===== config.mk =====
export PLATFORM = sky130hd
export DESIGN_NAME = vga_ram_arbiter
export DESIGN_NICKNAME = d
export VERILOG_FILES = /design/src/rtl/vga_ram_arbiter.sv
export SDC_FILE = /design/constraint.sdc
export NUM_CORES = 1
export LEC_CHECK = 0
export ABC_AREA = 1
export BUFFER_PORTS_ARGS = -buffer_cell sky130_fd_sc_hd__buf_4
export CORE_ASPECT_RATIO = 1.5
export CORE_MARGIN = 5
export CORE_UTILIZATION = 35
export CTS_CLUSTER_DIAMETER = 30
export DETAILED_ROUTE_END_ITERATION = 16
export GPL_ROUTABILITY_DRIVEN = 0
export GPL_TIMING_DRIVEN = 0
export PLACE_DENSITY_LB_ADDON = 0.15
export SLEW_MARGIN = 20
export SYNTH_ARGS = -nofsm -noshare
export SYNTH_HDL_FRONTEND = slang
export SYNTH_SLANG_ARGS = --single-unit

===== constraint.sdc =====
create_clock -name clk -period 4.6 [get_ports clk]
set_input_delay 0.23 -clock clk [delete_from_list [all_inputs] [get_ports clk]]
set_output_delay 0.23 -clock clk [all_outputs]
set_load 0.03 [all_outputs]

===== src/rtl/vga_ram_arbiter.sv =====
// Single-port RAM arbiter: video reads take fixed priority over host writes,
// which wait in a small FIFO and drain into the RAM whenever video is idle.
module vga_ram_arbiter #(
    parameter int unsigned AddressWidth = 14,
    parameter int unsigned DataWidth    = 8,
    parameter int unsigned FifoDepth    = 4
) (
    input  logic                           clk,
    input  logic                           rstn,
    input  logic                           vid_req,
    input  logic [AddressWidth-1:0]        vid_addr,
    output logic                           vid_valid,
    output logic [DataWidth-1:0]           vid_data,
    input  logic                           wr_valid,
    output logic                           wr_ready,
    input  logic [AddressWidth-1:0]        wr_addr,
    input  logic [DataWidth-1:0]           wr_data,
    output logic                           ram_rw,
    output logic [AddressWidth-1:0]        ram_addr,
    output logic [DataWidth-1:0]           ram_wdata,
    input  logic [DataWidth-1:0]           ram_rdata,
    output logic [$clog2(FifoDepth):0]     fifo_level,
    output logic                           wr_starved
);

    localparam int unsigned PtrWidth   = $clog2(FifoDepth);
    localparam int unsigned LevelWidth = PtrWidth + 1;
    localparam logic [LevelWidth-1:0] FullLevel = LevelWidth'(FifoDepth);
    localparam logic [7:0] StallMax = 8'hFF;

    logic [AddressWidth-1:0] addr_mem [FifoDepth];
    logic [DataWidth-1:0]    data_mem [FifoDepth];
    logic [PtrWidth-1:0]     wr_ptr;
    logic [PtrWidth-1:0]     rd_ptr;
    logic [7:0]              stall_cnt;
    logic [7:0]              stall_next;
    logic                    fifo_empty;
    logic                    push;
    logic                    pop;

    assign fifo_empty = (fifo_level == '0);
    assign wr_ready   = (fifo_level != FullLevel);
    assign push       = wr_valid && wr_ready;
    assign pop        = !vid_req && !fifo_empty;
    assign vid_data   = ram_rdata;

    // Grant: video read, else drain FIFO head, else a harmless idle read of address 0.
    always_comb begin
        ram_rw    = 1'b1;
        ram_addr  = '0;
        ram_wdata = '0;
        if (vid_req) begin
            ram_addr = vid_addr;
        end else if (!fifo_empty) begin
            ram_rw    = 1'b0;
            ram_addr  = addr_mem[rd_ptr];
            ram_wdata = data_mem[rd_ptr];
        end
    end

    // Counts cycles a buffered write is held off by video; any write clears it.
    always_comb begin
        stall_next = stall_cnt;
        if (pop) begin
            stall_next = '0;
        end else if (vid_req && !fifo_empty && (stall_cnt != StallMax)) begin
            stall_next = stall_cnt + 8'd1;
        end
    end

    always_ff @(posedge clk or negedge rstn) begin
        if (!rstn) begin
            wr_ptr     <= '0;
            rd_ptr     <= '0;
            fifo_level <= '0;
            vid_valid  <= 1'b0;
            stall_cnt  <= '0;
            wr_starved <= 1'b0;
        end else begin
            vid_valid  <= vid_req;
            stall_cnt  <= stall_next;
            wr_starved <= wr_starved | (stall_next == StallMax);
            if (push) begin
                wr_ptr <= wr_ptr + PtrWidth'(1);
            end
            if (pop) begin
                rd_ptr <= rd_ptr + PtrWidth'(1);
            end
            case ({push, pop})
                2'b10:   fifo_level <= fifo_level + LevelWidth'(1);
                2'b01:   fifo_level <= fifo_level - LevelWidth'(1);
                default: fifo_level <= fifo_level;
            endcase
        end
    end

    // Payload storage needs no reset; validity is tracked by the pointers.
    always_ff @(posedge clk) begin
        if (push) begin
            addr_mem[wr_ptr] <= wr_addr;
            data_mem[wr_ptr] <= wr_data;
        end
    end

endmodule


==> qor.csv, run 1 <==
metric,value,unit
synth_top_area_share,57.5,%
numCtsBuffers,9,
hpwl,7880,um
clock_skew,0.00671,ns
max_freq,412,MHz
hold_viol,0,
nets,551,
globalRouteMet2Util,26.2,%
grt_pass1_wl,17700,um
rows,51,
num_vias,3222,
cts.path.max_buffers,2,
synth.largest_area_cell,edfxtp_1,
syn2layout_area_growth,26.4,%
synthCells,403,
busiest_layer,met2,
wl,11300,um
antenna_found_initial,0,
dpl.cell_count,642,
crit_path_cell_trace,dlygate4sd3_1 > buf_4 > buf_4 > inv_2 > nand2_2 > inv_2 > buf_2 > ha_1 > inv_1 > fa_1 > a21oi_1 > o21ai_0 > xor2_1,
cts.reportedPaths.clkPinSlew,0.08,ns
status,"finished, final reports clean",
drive_above_1_share,26.3,%
cap_violations,0,
async_flop_share,16.2,%
ys_ff_latch,105,
yosys-top-cells-area,"edfxtp_1 (57%), dfrtp_1 (9.3%), nor2_1 (6.0%)",
ys_types,27,
critPathRequiredTime,4.83,ns
synth_edf_count,88,
die_h,150,um
wire_per_inst,17.1,um
ir_drop,0.217,mV
ctsHtreeMaxLevel,3,
drv_slew,0,
synth.net_count,458,
met1_usage,17.6,%
cts_tree,built,
yosysMostFrequentCell,edfxtp_1,
die_w,104,um
first_global_vias,3311,
synth_commonest_cells,"edfxtp_1 (88), nor2_1 (74), o21ai_0 (47)",
max_slew_margin,58.5,%
grt_max_degree,20,
dr.first_iter.drc_count,105,
grtUsageMet3,2.70,%
synth_flop_cell,edfxtp_1,
synthesis.area,0.00460,mm^2
pre_cts_ws,2.24,ns
cts.sinks,105,
n_antenna_cell,0,
leakagePower,2.28,nW
post_cts.repair.setup_buffers,0,
fin_ws,2.17,ns
firstDrtPassIters,4,
tns,0,ns
n_fill_cell,1194,
fin_crit_sh,52.7,%
arrival,2.65,ns
avgSynthCellArea,11.4,um^2
slowest_delay,0.54,ns
start_kind,input pin,
final_cells,660,
via_per_inst,4.88,
min_path_type,in2reg,
fin_crit,2.43,ns
gr-total-overflow,0,
worstPathMaxFanout,10,
p_per_area,599,mW/mm^2
crit_path_end_kind,register,
drc_errors,0,
portBuffers,76,
worst_pin_slew,0.622,ns
clock_latency,0.35,ns
slowest_stage,dlygate4sd3_1,
ys_seq_area_share,66.7,%
grtUsageTotal,14.7,%
fp.coreArea,0.0130,mm^2
setup_viol,0,
criticalPathCategory,in2reg,
num_io_pins,85,
detail-route-antenna-nets,0,
rsz0062_at_grt,false,
start_util,35.5,%
clockRootBuffer,clkbuf_16,
die_area,0.0156,mm^2
yosysWarnings,0,
-- final timing paths --
path / from / slack, ns / depth (start not counted) / end
min in group asynchronous: rstn / 0.29 / 2 / fifo_level[0]$_DFFE_PN0P_
setup / recovery: vid_req / 2.17 / 13 / fifo_level[2]$_DFFE_PN0P_
max in group asynchronous: rstn / 4.11 / 2 / wr_starved$_DFF_PN0_
hold / removal: wr_addr[7] / 0.07 / 1 / addr_mem[0][7]$_DFFE_PP_
hold reg to reg: wr_starved$_DFF_PN0_ / 0.47 / 2 / wr_starved$_DFF_PN0_
setup reg to reg: fifo_level[1]$_DFFE_PN0P_ / 2.25 / 9 / fifo_level[2]$_DFFE_PN0P_
-- stage by stage --
stage | hold WS, ns | utilization (%) | total power, mW | cell area, um^2
2_1_floorplan | -0.0656 | - | 2.21 | 4600
3_3_place_gp | 0.109 | 41.4 | 2.69 | 5370
3_5_place_dp | 0.113 | 42.5 | 2.80 | 5510
4_1_cts | 0.0615 | 44.9 | 3.54 | 5810
5_1_grt | 0.0594 | 44.9 | 3.70 | 5810
6_report | 0.0742 | 44.9 | 3.48 | 5810
-- where the power goes --
| group | leakage, nW | internal, mW | switching, mW | total (mW) |
|---|---|---|---|---|
| registers | 1.02 | 1.24 | 0.0689 | 1.31 |
| clock network | 0.136 | 0.376 | 0.358 | 0.734 |
| logic | 1.13 | 0.495 | 0.941 | 1.44 |
| total | 2.28 | 2.11 | 1.37 | 3.48 |
-- state kept, by name, indices dropped and copies added, names as in the netlist --
register    count
addr_mem       56
fifo_level      3
data_mem       32
wr_starved      1
wr_ptr          2
vid_valid       1
rd_ptr          2
stall_cnt       8
-- routing by layer --
metal,up-vias,wire length (um)
met5,-,0
met4,0,180
met3,9,364
met2,71,6060
met1,1551,4660
li1,1591,-
-- kinds of logic (layout without fill, tap and decap cells) --
| kind of cell | after synthesis | in the layout | share of synthesized area (%) |
|---|---|---|---|
| compound gates | 95 | 95 | 12.2 |
| xor+xnor | 5 | 5 | 0.952 |
| fa+ha+maj | 7 | 7 | 2.07 |
| buf+inv | 51 | 149 | 5.22 |
| flops | 105 | 105 | 66.7 |
| simple gates | 140 | 140 | 12.9 |
-- area by class of cell --
type	instances	area (um^2)	share of cell area [%]
Inverter	24	90.1	1.55
Tap cell	159	199	3.42
Sequential cell	105	3070	52.8
Timing Repair Buffer	82	701	12.1
Multi-Input combinational cell	247	1320	22.7
Buffer	27	150	2.58
Clock buffer	9	225	3.88
Clock inverter	7	57.6	0.991
-- worst max-delay path: cells and delay by family --
kind / cells / cell delay (ns)
AOI/OAI and AO/OA: 2 / 0.25
xor gates and xnor gates: 1 / 0.15
adders and majority gates: 2 / 0.56
buffers and inverters: 7 / 1.34
and+or+nand+nor: 1 / 0.12
-- repair_timing --
item,4_1_cts,5_1_grt
hold buffers,2,0
endpoints found under the setup margin,0,0
endpoints found under the hold margin,18,0
gates resized for setup,0,0
-- placed cells by master, fill, tap and decap left out, drive strengths merged --
cell type    synthesis  routed
dfrtp               17      17
clkinv               0       2
clkinvlp             0       1
o21ai               47      47
ha                   6       6
nand4                1       1
nand3               12      12
inv                 24      28
clkbuf               9      18
buf                 18      98
xor2                 4       4
nand2               46      46
o22ai               14      14
dlygate4sd3          0       2
a22o                14      14
o21bai               1       1
nand3b               1       1
edfxtp              88      88
nor2                80      80
xnor2                1       1
a21oi               19      19
fa                   1       1
(Power assumes the default switching activity.)
==> inputs of run 2 (changes only) <==
- ABC_AREA: 1 -> 0
- clock period: 4.6 -> 2.5 ns (I/O delays scaled with it)
==> qor.csv, run 2 <==
metric,value,unit,change
fp.coreArea,0.0124,mm^2,-4.4%
drv_slew,0,,unchanged
ys_types,37,,+37%
grtUsageTotal,12.6,%,-2.1 points
yosysWarnings,0,,unchanged
synth_top_area_share,60.0,%,+2.6 points
cap_violations,0,,unchanged
m1WireLength,3710,um,-20%
dr.first_iter.drc_count,55,,-48%
status,"finished, final reports clean",,
criticalPathCategory,reg2out,,
async_flop_share,16.2,%,unchanged
rows,50,,-2.0%
crit_path_end_kind,output pin,,
p_per_area,1050,mW/mm^2,+75%
max_slew_margin,52.9,%,-5.7 points
final_area,0.00575,mm^2,-1.1%
cts.path.max_buffers,2,,unchanged
ys_ff_latch,105,,unchanged
cts_tree,built,,
antenna_found_initial,0,,unchanged
clock_skew,0.00579,ns,-0.000916 ns
ff_latch_area,0.00307,mm^2,+0.12%
routed-wl-met3,359,um,-1.4%
detail-route-antenna-nets,0,,unchanged
synth.largest_area_cell,edfxtp_1,,
portBuffers,76,,unchanged
max_freq,436,MHz,
reg_top3,"addr_mem x56, data_mem x32, stall_cnt x8",,
fin_crit_sh,91.7,%,
critPathRequiredTime,2.38,ns,-2.45 ns
synth_flop_cell,edfxtp_1,,
leakagePower,2.21,nW,-3.2%
die_w,102,um,-2.0%
num_io_pins,85,,unchanged
placed_area,0.00518,mm^2,-6.0%
rsz0062_at_grt,false,,
multiInputGateArea,0.00121,mm^2,-8.4%
num_vias,2463,,-24%
first_global_vias,2572,,-22%
die_area,0.0150,mm^2,-3.9%
avgSynthCellArea,18.1,um^2,+59%
cts.sinks,105,,unchanged
numCtsBuffers,9,,unchanged
firstDrtPassIters,4,,unchanged
ctsHtreeMaxLevel,3,,unchanged
synth.net_count,298,,-35%
ys_seq_area_share,69.7,%,+3.0 points
die_h,147,um,-2.0%
reg2reg_depth,10,,+1
clock_latency,0.34,ns,about the same
gr-total-overflow,0,,unchanged
via_per_inst,4.78,,-2.0%
cts.reportedPaths.clkPinSlew,0.07,ns,about the same
hpwl,5970,um,-24%
synthesis.area,0.00440,mm^2,-4.3%
synth_edf_count,88,,unchanged
highest_layer,met4,,
hold_viol,0,,unchanged
wl,9050,um,-20%
final_common_cell,edfxtp_1,,
synth_commonest_cells,"edfxtp_1 (88), mux4_2 (22), dfrtp_1 (17)",,
ir_drop,0.479,mV,+120%
synthCells,243,,-40%
holdWs,0.175,ns,+0.100 ns
top_register,addr_mem,,
drive_above_1_share,40.1,%,+14 points
wire_per_inst,17.6,um,+2.9%
nets,409,,-26%
min_path_type,in2async,,
grt_max_degree,23,,+15%
worst_pin_slew,0.707,ns,+0.0854 ns
syn2layout_area_growth,30.6,%,
clockRootBuffer,clkbuf_16,,
largest_reg_flops,56,,unchanged
n_antenna_cell,0,,unchanged
rrSetupSlack,0.23,ns,-2.02 ns
start_kind,register,,
setup_viol,0,,unchanged
final_cell_mix,"edfxtp_1 (88), buf_4 (84), dlygate4sd3_1 (24), mux4_2 (22)",,
yosys-top-cells-area,"edfxtp_1 (60%), mux4_2 (11%), dfrtp_1 (9.7%)",,
wl_met2,4800,um,-21%
drc_errors,0,,unchanged
grt_pass1_wl,14000,um,-21%
start_util,35.5,%,+0.038 points
yosysMostFrequentCell,edfxtp_1,,
n_fill_cell,1106,,-7.4%
fin_crit,2.29,ns,
worstPathMaxFanout,10,,unchanged
arrival,2.17,ns,-0.48 ns
==> run 2: cell types whose count changed in the layout (fill, tap and decap cells not counted), moves of 11 or more <==
cell           previous run  this run
nor2_1                   70         3
inv_1                    19         8
dlygate4sd3_1             2        24
a21oi_1                  18         3
nand2_1                  42         6
o22ai_1                  14         0
o21ai_0                  47         7
mux4_2                    0        22
==> run 2: cell type report <==
| class | instances | share of cell area, % |
|---|---|---|
| Buffer | 17 | 1.83 |
| Clock buffer | 9 | 3.92 |
| Clock inverter | 7 | 1.70 |
| Inverter | 9 | 0.588 |
| Multi-Input combinational cell | 112 | 21.0 |
| Sequential cell | 105 | 53.4 |
| Tap cell | 156 | 3.40 |
| Timing Repair Buffer | 100 | 14.1 |
==> run 2: kinds of logic (layout without fill, tap and decap cells) <==
kind of cell / Yosys count / in the layout / synth area share [%]
DFF: 105 / 105 / 69.7
and+or+nand+nor: 39 / 39 / 5.69
AOI/OAI and AO/OA: 33 / 33 / 5.86
muxes: 26 / 26 / 12.2
buffers and inverters: 26 / 142 / 3.01
adders and majority gates: 7 / 7 / 2.16
xor gates and xnor gates: 7 / 7 / 1.39
==> run 2: worst paths after layout <==
kind                                              to                      start
hold / removal             fifo_level[0]$_DFFE_PN0P_                       rstn
setup / recovery                        ram_addr[12]      rd_ptr[1]$_DFFE_PN0P_
max in group asynchronous  fifo_level[2]$_DFFE_PN0P_                       rstn
min in group clk               wr_ptr[1]$_DFFE_PN0P_                   wr_valid
setup reg to reg           fifo_level[2]$_DFFE_PN0P_  fifo_level[2]$_DFFE_PN0P_
hold reg to reg                 wr_starved$_DFF_PN0_       wr_starved$_DFF_PN0_
==> run 2: power breakdown <==
part / internal, mW / total [mW] / switching, mW
Combinational: 0.928 / 2.12 / 1.19
Clock: 0.804 / 1.46 / 0.661
Sequential: 2.30 / 2.45 / 0.146
Total: 4.03 / 6.03 / 1.99
==> run 2: timing repair <==
action                     CTS  global route
gates resized for setup      2             3
setup buffers                0             0
hold endpoints to repair   106             0
hold buffers                24             0
setup endpoints to repair    6             5
==> run 2: through the flow <==
step	power, mW	TNS [ns]	util (%)	instances	worst slack [ns]
after floorplan	3.89	0	-	243	0.0122
after global placement	4.59	-0.237	41.7	475	-0.183
after detailed placement	4.62	-0.291	41.8	475	-0.212
after CTS	6.14	0	46.4	515	0.0361
after global routing	6.35	0	46.4	515	0.0457
final	6.03	0	46.4	515	0.208
==> run 2: routing by layer <==
metal  GRT usage, %  vias up
li1               -     1181
met1           15.7     1220
met2           21.3       50
met3           2.47       12
met4           5.19        0
met5              0        -
==> run 2: worst max-delay path, stage by stage, from the launching register on <==
cell	delay (ns)
dfrtp_1	0.45
clkbuf_1	0.57
mux4_2	0.43
a22o_1	0.21
buf_4	0.16
==> inputs of run 3 (changes only) <==
- CTS_BUF_LIST: unset -> sky130_fd_sc_hd__clkbuf_4
==> qor.csv, run 3 (synthesized netlist as in run 2, its figures left out) <==
metric,value,unit,change
pwr-share-comb,38.7,%,+3.6 points
grtUsageTotal,12.7,%,about the same
numCtsBuffers,9,,unchanged
portBuffers,76,,unchanged
tns,0,ns,unchanged
ff_latch_area,0.00307,mm^2,unchanged
setup_viol,0,,unchanged
drv_slew,0,,unchanged
cts_tree,built,,
fin_ws,0.161,ns,-0.0470 ns
slowest_stage,dfrtp_2,,
die_area,0.0150,mm^2,unchanged
fin_crit_sh,93.6,%,+1.9 points
worstPathMaxFanout,10,,unchanged
r2r_start,fifo_level[2]$_DFFE_PN0P_,,
die_w,102,um,unchanged
dr.first_iter.drc_count,66,,+20%
hold_viol,0,,unchanged
wl,9030,um,-0.20%
hpwl,5970,um,unchanged
arrival,2.21,ns,+0.04 ns
crit_path_end_kind,output pin,,
final_cells,516,,+0.19%
dpl.cell_count,475,,unchanged
num_io_pins,85,,unchanged
crit_path_cell_trace,or3_4 > nand2b_2 > inv_2 > buf_2 > a22o_1 > buf_4,,
swShare,35.2,%,+2.1 points
fp.coreArea,0.0124,mm^2,unchanged
antenna_found_initial,1,,+1
die_h,147,um,unchanged
internal_power,3.57,mW,-11%
worst_pin_slew,0.637,ns,-0.0703 ns
nets,409,,unchanged
grt_max_degree,23,,unchanged
criticalPathCategory,reg2out,,
final_cell_mix,"edfxtp_1 (88), buf_4 (85), dlygate4sd3_1 (24), mux4_2 (22)",,
top_register,addr_mem,,
cts.path.max_buffers,2,,unchanged
multiInputGateArea,0.00121,mm^2,unchanged
status,"finished, final reports clean",,
final_util,45.2,%,-1.2 points
wire_per_inst,17.5,um,-0.39%
finalPower,5.51,mW,-8.5%
firstDrtPassIters,4,,unchanged
max_freq,428,MHz,-2.0%
slowest_delay,0.49,ns,-0.08 ns
clockPowerShare,17.0,%,-7.3 points
pre_cts_ws,-0.212,ns,unchanged
max_slew_margin,57.5,%,+4.7 points
drc_errors,0,,unchanged
first_global_vias,2550,,-0.86%
cts.reportedPaths.clkPinSlew,0.17,ns,+0.10 ns
via_per_inst,4.86,,+1.5%
clock_latency,0.45,ns,+0.11 ns
gr-total-overflow,0,,unchanged
fin_crit,2.34,ns,+0.0470 ns
num_vias,2506,,+1.7%
clockRootBuffer,clkbuf_4,,
clock_skew,0.0158,ns,+0.0100 ns
drive_above_1_share,40.7,%,+0.56 points
leakagePower,2.15,nW,-2.8%
min_path_type,in2async,,
ctsHtreeMaxLevel,3,,unchanged
rows,50,,unchanged
ir_drop,0.364,mV,-24%
holdWs,0.0367,ns,-0.138 ns
cts.sinks,105,,unchanged
start_kind,register,,
p_per_area,984,mW/mm^2,-6.1%
syn2layout_area_growth,27.3,%,
grt_pass1_wl,14000,um,-0.30%
placed_area,0.00518,mm^2,unchanged
setup.worst_path.start,fifo_level[2]$_DFFE_PN0P_,,
final_area,0.00560,mm^2,-2.5%
largest_reg_flops,56,,unchanged
final_common_cell,edfxtp_1,,
cap_violations,0,,unchanged
power_frac_seq,44.3,%,+3.7 points
rsz0062_at_grt,false,,
critPathRequiredTime,2.38,ns,about the same
detail-route-antenna-nets,0,,unchanged
n_fill_cell,1126,,+1.8%
reg_top3,"addr_mem x56, data_mem x32, stall_cnt x8",,
p_sw,1.94,mW,-2.7%
start_util,35.5,%,unchanged
run 3: changes by cell type in the layout (fill, tap and decap cells not counted), sizes merged:
cell	delta
diode	+1
buf	+1
clkbuf	-1
run 3: metal layers:
layer / vias up / routed length, um / GRT usage [%]
met5: - / 0 / 0
met4: 0 / 164 / 4.79
met3: 14 / 336 / 2.57
met2: 51 / 4840 / 21.5
met1: 1258 / 3690 / 15.7
li1: 1183 / - / -
run 3: timing repair:
action,in CTS,in global routing
gates resized for setup,6,4
setup endpoints to repair,20,21
hold buffers,24,0
pin swaps,0,0
setup buffers,0,0
endpoints found under the hold margin,106,0
run 3: cell type report:
type	count	area share [%]
antenna	1	0.0447
clock inverter	7	1.74
clock buffer	9	1.21
inverter	9	0.603
sequential	105	54.8
buffer	17	2.03
timing repair buffer	100	14.5
tap	156	3.48
multi-input combinational	112	21.6
run 3: final timing paths:
| check | to | slack, ns | depth (start not counted) |
|---|---|---|---|
| setup / recovery | ram_addr[11] | 0.16 | 6 |
| hold / removal | fifo_level[0]$_DFFE_PN0P_ | 0.04 | 2 |
| setup reg to reg | fifo_level[2]$_DFFE_PN0P_ | 0.22 | 10 |
| hold reg to reg | wr_starved$_DFF_PN0_ | 0.51 | 1 |
| max in group asynchronous | stall_cnt[2]$_DFF_PN0_ | 2.26 | 2 |
| min in group clk | wr_ptr[1]$_DFFE_PN0P_ | 0.08 | 3 |
run 3: power by group through the flow:
| stage | Clock, mW | Combinational [mW] | Sequential, mW |
|---|---|---|---|
| 2_1_floorplan | 0 | 1.40 | 2.49 |
| 3_3_place_gp | 0 | 2.11 | 2.48 |
| 3_5_place_dp | 0 | 2.14 | 2.49 |
| 4_1_cts | 0.966 | 2.20 | 2.45 |
| 5_1_grt | 1.04 | 2.31 | 2.48 |
| 6_report | 0.937 | 2.13 | 2.44 |
run 3: critical path, delay by kind of cell (launching register included):
family          cells  cell delay [ns]
simple gates        2             0.58
flops               1             0.49
buf+inv             3             0.47
compound gates      1             0.21
